--- config.mk ---
export PLATFORM = sky130hd
export DESIGN_NAME = muldiv_seq
export DESIGN_NICKNAME = d
export VERILOG_FILES = /design/src/rtl/muldiv_seq.sv
export SDC_FILE = /design/constraint.sdc
export NUM_CORES = 1
export LEC_CHECK = 0
export CORE_UTILIZATION = 32
export DETAILED_ROUTE_END_ITERATION = 10
export GPL_TIMING_DRIVEN = 0
export PLACE_DENSITY_LB_ADDON = 0.12
export SYNTH_ARGS = -nofsm -noshare
export SYNTH_HDL_FRONTEND = slang
export SYNTH_SLANG_ARGS = --single-unit
--- constraint.sdc ---
create_clock -name clk -period 6.04 [get_ports clk]
set_input_delay 0.604 -clock clk [delete_from_list [all_inputs] [get_ports clk]]
set_output_delay 0.604 -clock clk [all_outputs]
set_load 0.01 [all_outputs]
--- src/rtl/muldiv_seq.sv ---
// muldiv_seq: sequential unsigned multiplier / divider.
// One WIDTH+1-bit add/subtract datapath is iterated once per clock:
// shift-add (LSB-first over the multiplier) for multiply, restoring
// division for divide. Every operation takes WIDTH iterations, whatever
// the operands.
//
// Ports:
//   clk          rising-edge clock
//   rst_n        asynchronous active-low reset
//   start        request, accepted while not running (IDLE or DONE)
//   op           0 = multiply, 1 = divide (sampled with start)
//   a, b         multiplicand/dividend, multiplier/divisor (sampled with start)
//   busy         high while an operation is iterating
//   done         one-cycle pulse when the results are updated
//   result_hi    product upper half, or remainder
//   result_lo    product lower half, or quotient
//   div_by_zero  set with done when a divide had b = 0
module muldiv_seq #(
  parameter int WIDTH = 4
) (
  input  logic             clk,
  input  logic             rst_n,
  input  logic             start,
  input  logic             op,
  input  logic [WIDTH-1:0] a,
  input  logic [WIDTH-1:0] b,
  output logic             busy,
  output logic             done,
  output logic [WIDTH-1:0] result_hi,
  output logic [WIDTH-1:0] result_lo,
  output logic             div_by_zero
);

  localparam int CW = $clog2(WIDTH) + 1;
  localparam logic [CW-1:0] LAST_ITER = CW'(WIDTH - 1);

  typedef enum logic [1:0] {IDLE, RUN, DONE} stateT;

  stateT            state, nextState;
  logic [CW-1:0]    count;
  logic             opReg, zeroDiv;
  logic [WIDTH-1:0] operand;
  logic [WIDTH-1:0] hiReg, loReg;
  logic [WIDTH-1:0] hiNext, loNext;
  logic [WIDTH:0]   addA, addB, sum;
  logic             subtract, negative, accept, lastIter;

  // A new operation may start from IDLE or straight out of DONE.
  always_comb begin
    accept   = start && (state != RUN);
    lastIter = (state == RUN) && (count == LAST_ITER);
  end

  always_ff @(posedge clk or negedge rst_n) begin
    if (!rst_n) state <= IDLE;
    else        state <= nextState;
  end

  always_comb begin
    nextState = state;
    case (state)
      IDLE:    if (start) nextState = RUN;
      RUN:     if (count == LAST_ITER) nextState = DONE;
      DONE:    nextState = start ? RUN : IDLE;
      default: nextState = IDLE;
    endcase
  end

  // Shared datapath. hiReg is the accumulator (multiply) or partial
  // remainder (divide); loReg is the multiplier being shifted out, or the
  // dividend being shifted out while quotient bits shift in.
  // With b = 0 the trial subtraction is forced non-negative, so the
  // quotient fills with ones and the dividend shifts intact into the
  // remainder.
  always_comb begin
    subtract = opReg;
    hiNext   = hiReg;
    loNext   = loReg;
    negative = 1'b0;
    if (opReg) begin
      addA = {hiReg, loReg[WIDTH-1]};
      addB = {1'b0, operand};
    end else begin
      addA = {1'b0, hiReg};
      addB = loReg[0] ? {1'b0, operand} : '0;
    end
    sum = addA + (addB ^ {(WIDTH+1){subtract}}) + {{WIDTH{1'b0}}, subtract};
    if (opReg) begin
      negative = sum[WIDTH] && !zeroDiv;
      hiNext   = negative ? addA[WIDTH-1:0] : sum[WIDTH-1:0];
      loNext   = {loReg[WIDTH-2:0], !negative};
    end else begin
      hiNext = sum[WIDTH:1];
      loNext = {sum[0], loReg[WIDTH-1:1]};
    end
  end

  // Operand capture, iteration and result registers. Results only move on
  // the final iteration and otherwise hold across new starts.
  always_ff @(posedge clk or negedge rst_n) begin
    if (!rst_n) begin
      busy        <= 1'b0;
      done        <= 1'b0;
      count       <= '0;
      opReg       <= 1'b0;
      zeroDiv     <= 1'b0;
      operand     <= '0;
      hiReg       <= '0;
      loReg       <= '0;
      result_hi   <= '0;
      result_lo   <= '0;
      div_by_zero <= 1'b0;
    end else begin
      busy <= (nextState == RUN);
      done <= (nextState == DONE);
      if (accept) begin
        opReg   <= op;
        zeroDiv <= op && (b == '0);
        operand <= op ? b : a;
        hiReg   <= '0;
        loReg   <= op ? a : b;
        count   <= '0;
      end else if (state == RUN) begin
        hiReg <= hiNext;
        loReg <= loNext;
        count <= count + CW'(1);
        if (lastIter) begin
          result_hi   <= hiNext;
          result_lo   <= loNext;
          div_by_zero <= zeroDiv;
        end
      end
    end
  end

endmodule

==> impl_metrics.csv <==
group,metric,value,unit
setup_path,r2r_start,"opReg$_DFFE_PN0P_",
finish,syn_to_final_growth,21.76,%
cts,cts_tree,"built",
setup_path,worst-path-stages,9,
setup_path,critical_path.max_stage_delay,0.44,ns
floorplanning,start_util,0.3320,
global_route,antenna_found_initial,0,
timing,slew_headroom,0.5608,
timing,max_freq,341.3,MHz
pwr,intPower,0.8218,mW
route,via_count,1429,
timing,rsz0062_at_grt,"no",
setup_path,cp_max_fo,10,
timing,period_minus_slack,2.930,ns
timing,setup_ws,3.110,ns
pwr,pwr-share-comb,0.620,
place,hpwl,2992,µm
finish,antenna_cells,0,
setup_path,worstPathArrival,3.08,ns
cts,h-tree-depth,2,
timing,clock_skew,0.009348,ns
place,dp_slack,3.104,ns
synthesis,synth.yosys.seq_area_share,0.4132,
pwr,pwr-share-seq,0.249,
setup_path,rr_endpoint,"hiReg[2]$_DFFE_PN0P_",
route,drt_iter0_drc,67,
setup_path,r2r_setup_slack,3.11,ns
finish,drive_above_1_share,0.1273,
pwr,pwr-share-clk,0.131,
pwr,peakVddDrop,0.1982,mV
timing,period_share,0.4850,
route,drtAntennaViolNets,0,
cts,clkSinkCount,30,
floorplanning,rows,27,
global_route,grt_max_degree,31,
synthesis,netlist.area_leader.share,0.4132,
pwr,p_per_area,660.6,nW/µm²
place,io_buffer_count,20,
synthesis,synth_top_area_cell,"dfrtp_1",
floorplanning,pin_count,23,
pwr,p_leak,0.9744,nW
timing,finalSetupViolCount,0,
route,drc,0,
floorplanning,die-area,5982,µm²
cts,holdBufCountCts,0,
route,routed_via_density,4.894,
route,drt-pass1-iter-count,4,
synthesis,ys_warn_count,0,
timing,report.final.hold_viol_count,0,
status,status,"finished, final reports clean",
worst_hold_path,hp-class,"in -> async",
finish,finalInstanceArea,2212,µm²
global_route,grt_pass1_wl,6927,µm
synthesis,synth_top_cells_by_area,"dfrtp_1 41%, mux2i_1 9.4%, nand2_1 6.6%",
pwr,power.switching,0.6395,mW
setup_path,crit_family,"multiplexers",
timing,setup_tns,0,ns
timing,tightest_slew,0.6588,ns
global_route,grtUsageTotal,0.1508,
pwr,power,1.461,mW
timing,drv_slew,0,
global_route,grt_overflow,0,
cts,clock_latency,0.29,ns
pwr,switching_share,0.4376,
cts,cts.repair.resized,0,
cts,clk_pin_slew,0.07,ns
setup_path,cp-start-kind,"register",
setup_path,critPathKind,"reg -> reg",
floorplanning,fp.dieW,77.35,µm
cts,cts_inserted_buffers,5,
synthesis,synth.lib_cells_used.distinct,39,
place,globalplace.congestion,0.7148,
setup_path,cp_cell_sequence,"buf_6 -> clkbuf_1 -> mux2_2 -> ha_1 -> nor2_2 -> a21o_4 -> mux2i_2 -> mux2i_1 -> o31ai_1",
place,dp.cells,284,
synthesis,ys_ff_latch,30,
setup_path,setup.worst_path.end_class,"register",
synthesis,syn_area,1817,µm²
synthesis,avgSynthCellArea,9.462,µm²
place,post_dp_cell_area,2102,µm²
cts,cts_buffer_depth,2,
finish,fin_cells,292,
setup_path,ff2ff_path_depth,9,
global_route,grt_pass1_vias,1409,
finish,num-nets-final,237,
floorplanning,coreArea,5473,µm²
cts,post_cts_buffers,0,
setup_path,critPathSlowestCell,"clkbuf_1",
run,maxCapViolCount,0,
floorplanning,die_y,77.35,µm
setup_path,crit_required,6.19,ns
route,wl_per_cell,13.53,µm
setup_path,cp.buffers_inverters,2,
synthesis,syn_nets,210,
cts,clockRootBuffer,"clkbuf_8",
route,routed_wl,3950,µm
synthesis,syn_inst,192,
==> metrics by stage <==
step,utilization,hold slack (ns)
after floorplan,-,0.3084
after global placement,0.3850,0.4645
after detailed placement,0.3841,0.4738
after CTS,0.4042,0.3660
after global routing,0.4042,0.3875
final,0.4042,0.3362
==> cell usage after synthesis, drive strengths merged <==
master	number
a2111oi	2
a211oi	1
a21o	1
a21oi	6
a31oi	3
and2b	1
and3b	2
buf	3
clkbuf	7
clkinv	1
dfrtp	30
fa	1
ha	5
inv	8
mux2	4
mux2i	18
nand2	32
nand2b	4
nand3	4
nor2	15
nor2b	5
nor3	3
nor4b	1
o211ai	5
o21ai	17
o22ai	3
o311ai	1
o31ai	5
or2	1
or4b	1
xor2	2
==> area by class of cell <==
cell class                 instances  area [µm²]
timing repair buffer              20       195.2
sequential                        30       750.7
tap                               72       90.09
inverter                           9       33.78
multi-input combinational        143       984.7
buffer                            10       47.55
fill                             569        3261
clock buffer                       8       110.1
==> worst register-to-register path, cell delays in order (launching register included) <==
cell	delay, ns
dfrtp_1	0.34
buf_6	0.13
clkbuf_1	0.45
mux2_2	0.41
ha_1	0.41
nor2_2	0.20
a21o_4	0.16
mux2i_2	0.31
mux2i_1	0.30
o31ai_1	0.09
==> cell families after synthesis <==
logic type               Yosys count  synth area share
AO/OA/AOI/OAI                     44            0.1791
XOR/XNOR                           2          0.009644
adder cells (fa/ha/maj)            6           0.04545
buffers and inverters             19           0.04477
flip-flops                        30            0.4132
multiplexers                      22            0.1281
AND/OR/NAND/NOR                   69            0.1798
==> how the worst max path moves through the flow <==
stage / from / to / slack, ns
after CTS: opReg$_DFFE_PN0P_ / hiReg[2]$_DFFE_PN0P_ / 3.10
after floorplan: opReg$_DFFE_PN0P_ / hiReg[2]$_DFFE_PN0P_ / 3.48
after detailed placement: opReg$_DFFE_PN0P_ / result_hi[2]$_DFFE_PN0P_ / 3.10
after global routing: opReg$_DFFE_PN0P_ / hiReg[3]$_DFFE_PN0P_ / 2.92
after global placement: opReg$_DFFE_PN0P_ / result_hi[2]$_DFFE_PN0P_ / 3.12
final: opReg$_DFFE_PN0P_ / hiReg[2]$_DFFE_PN0P_ / 3.11
==> metal layers <==
metal | vias up | track usage | wire, µm
met1 | 665 | 0.1954 | 1883
li1 | 728 | - | -
met5 | - | 0 | 0
met2 | 29 | 0.2336 | 1852
met3 | 7 | 0.04588 | 155
met4 | 0 | 0.06038 | 59
==> power by group through the flow <==
stage                     clock network, mW  logic (mW)  registers (mW)
after floorplan                           0       0.683           0.363
after global placement                    0       0.918           0.368
after detailed placement                  0       0.917           0.368
after CTS                             0.197       0.917           0.364
after global routing                  0.206        1.01           0.377
final                                 0.191       0.907           0.364
==> registers in the layout, indices dropped and copies added (netlist names), 2 cells and up <==
register and flops:
count 3, hiReg 4, loReg 4, operand 4, result_hi 4, result_lo 4
state 2
==> cell usage in the layout (no fill, tap or decap), drive strengths merged <==
cell type | synthesis | final
nor2 | 15 | 15
dfrtp | 30 | 30
mux2i | 18 | 18
clkbuf | 7 | 15
mux2 | 4 | 4
ha | 5 | 5
clkinv | 1 | 1
nor4b | 1 | 1
buf | 3 | 4
o311ai | 1 | 1
nand2b | 4 | 4
nand3 | 4 | 4
a2111oi | 2 | 2
nor3 | 3 | 3
or2 | 1 | 1
a31oi | 3 | 3
fa | 1 | 1
clkdlybuf4s50 | 0 | 19
xor2 | 2 | 2
and3b | 2 | 2
o211ai | 5 | 5
o31ai | 5 | 5
a211oi | 1 | 1
o22ai | 3 | 3
a21oi | 6 | 6
or4b | 1 | 1
inv | 8 | 8
o21ai | 17 | 17
a21o | 1 | 1
and2b | 1 | 1
nor2b | 5 | 5
nand2 | 32 | 32
Power figures use the tool's default switching activity.
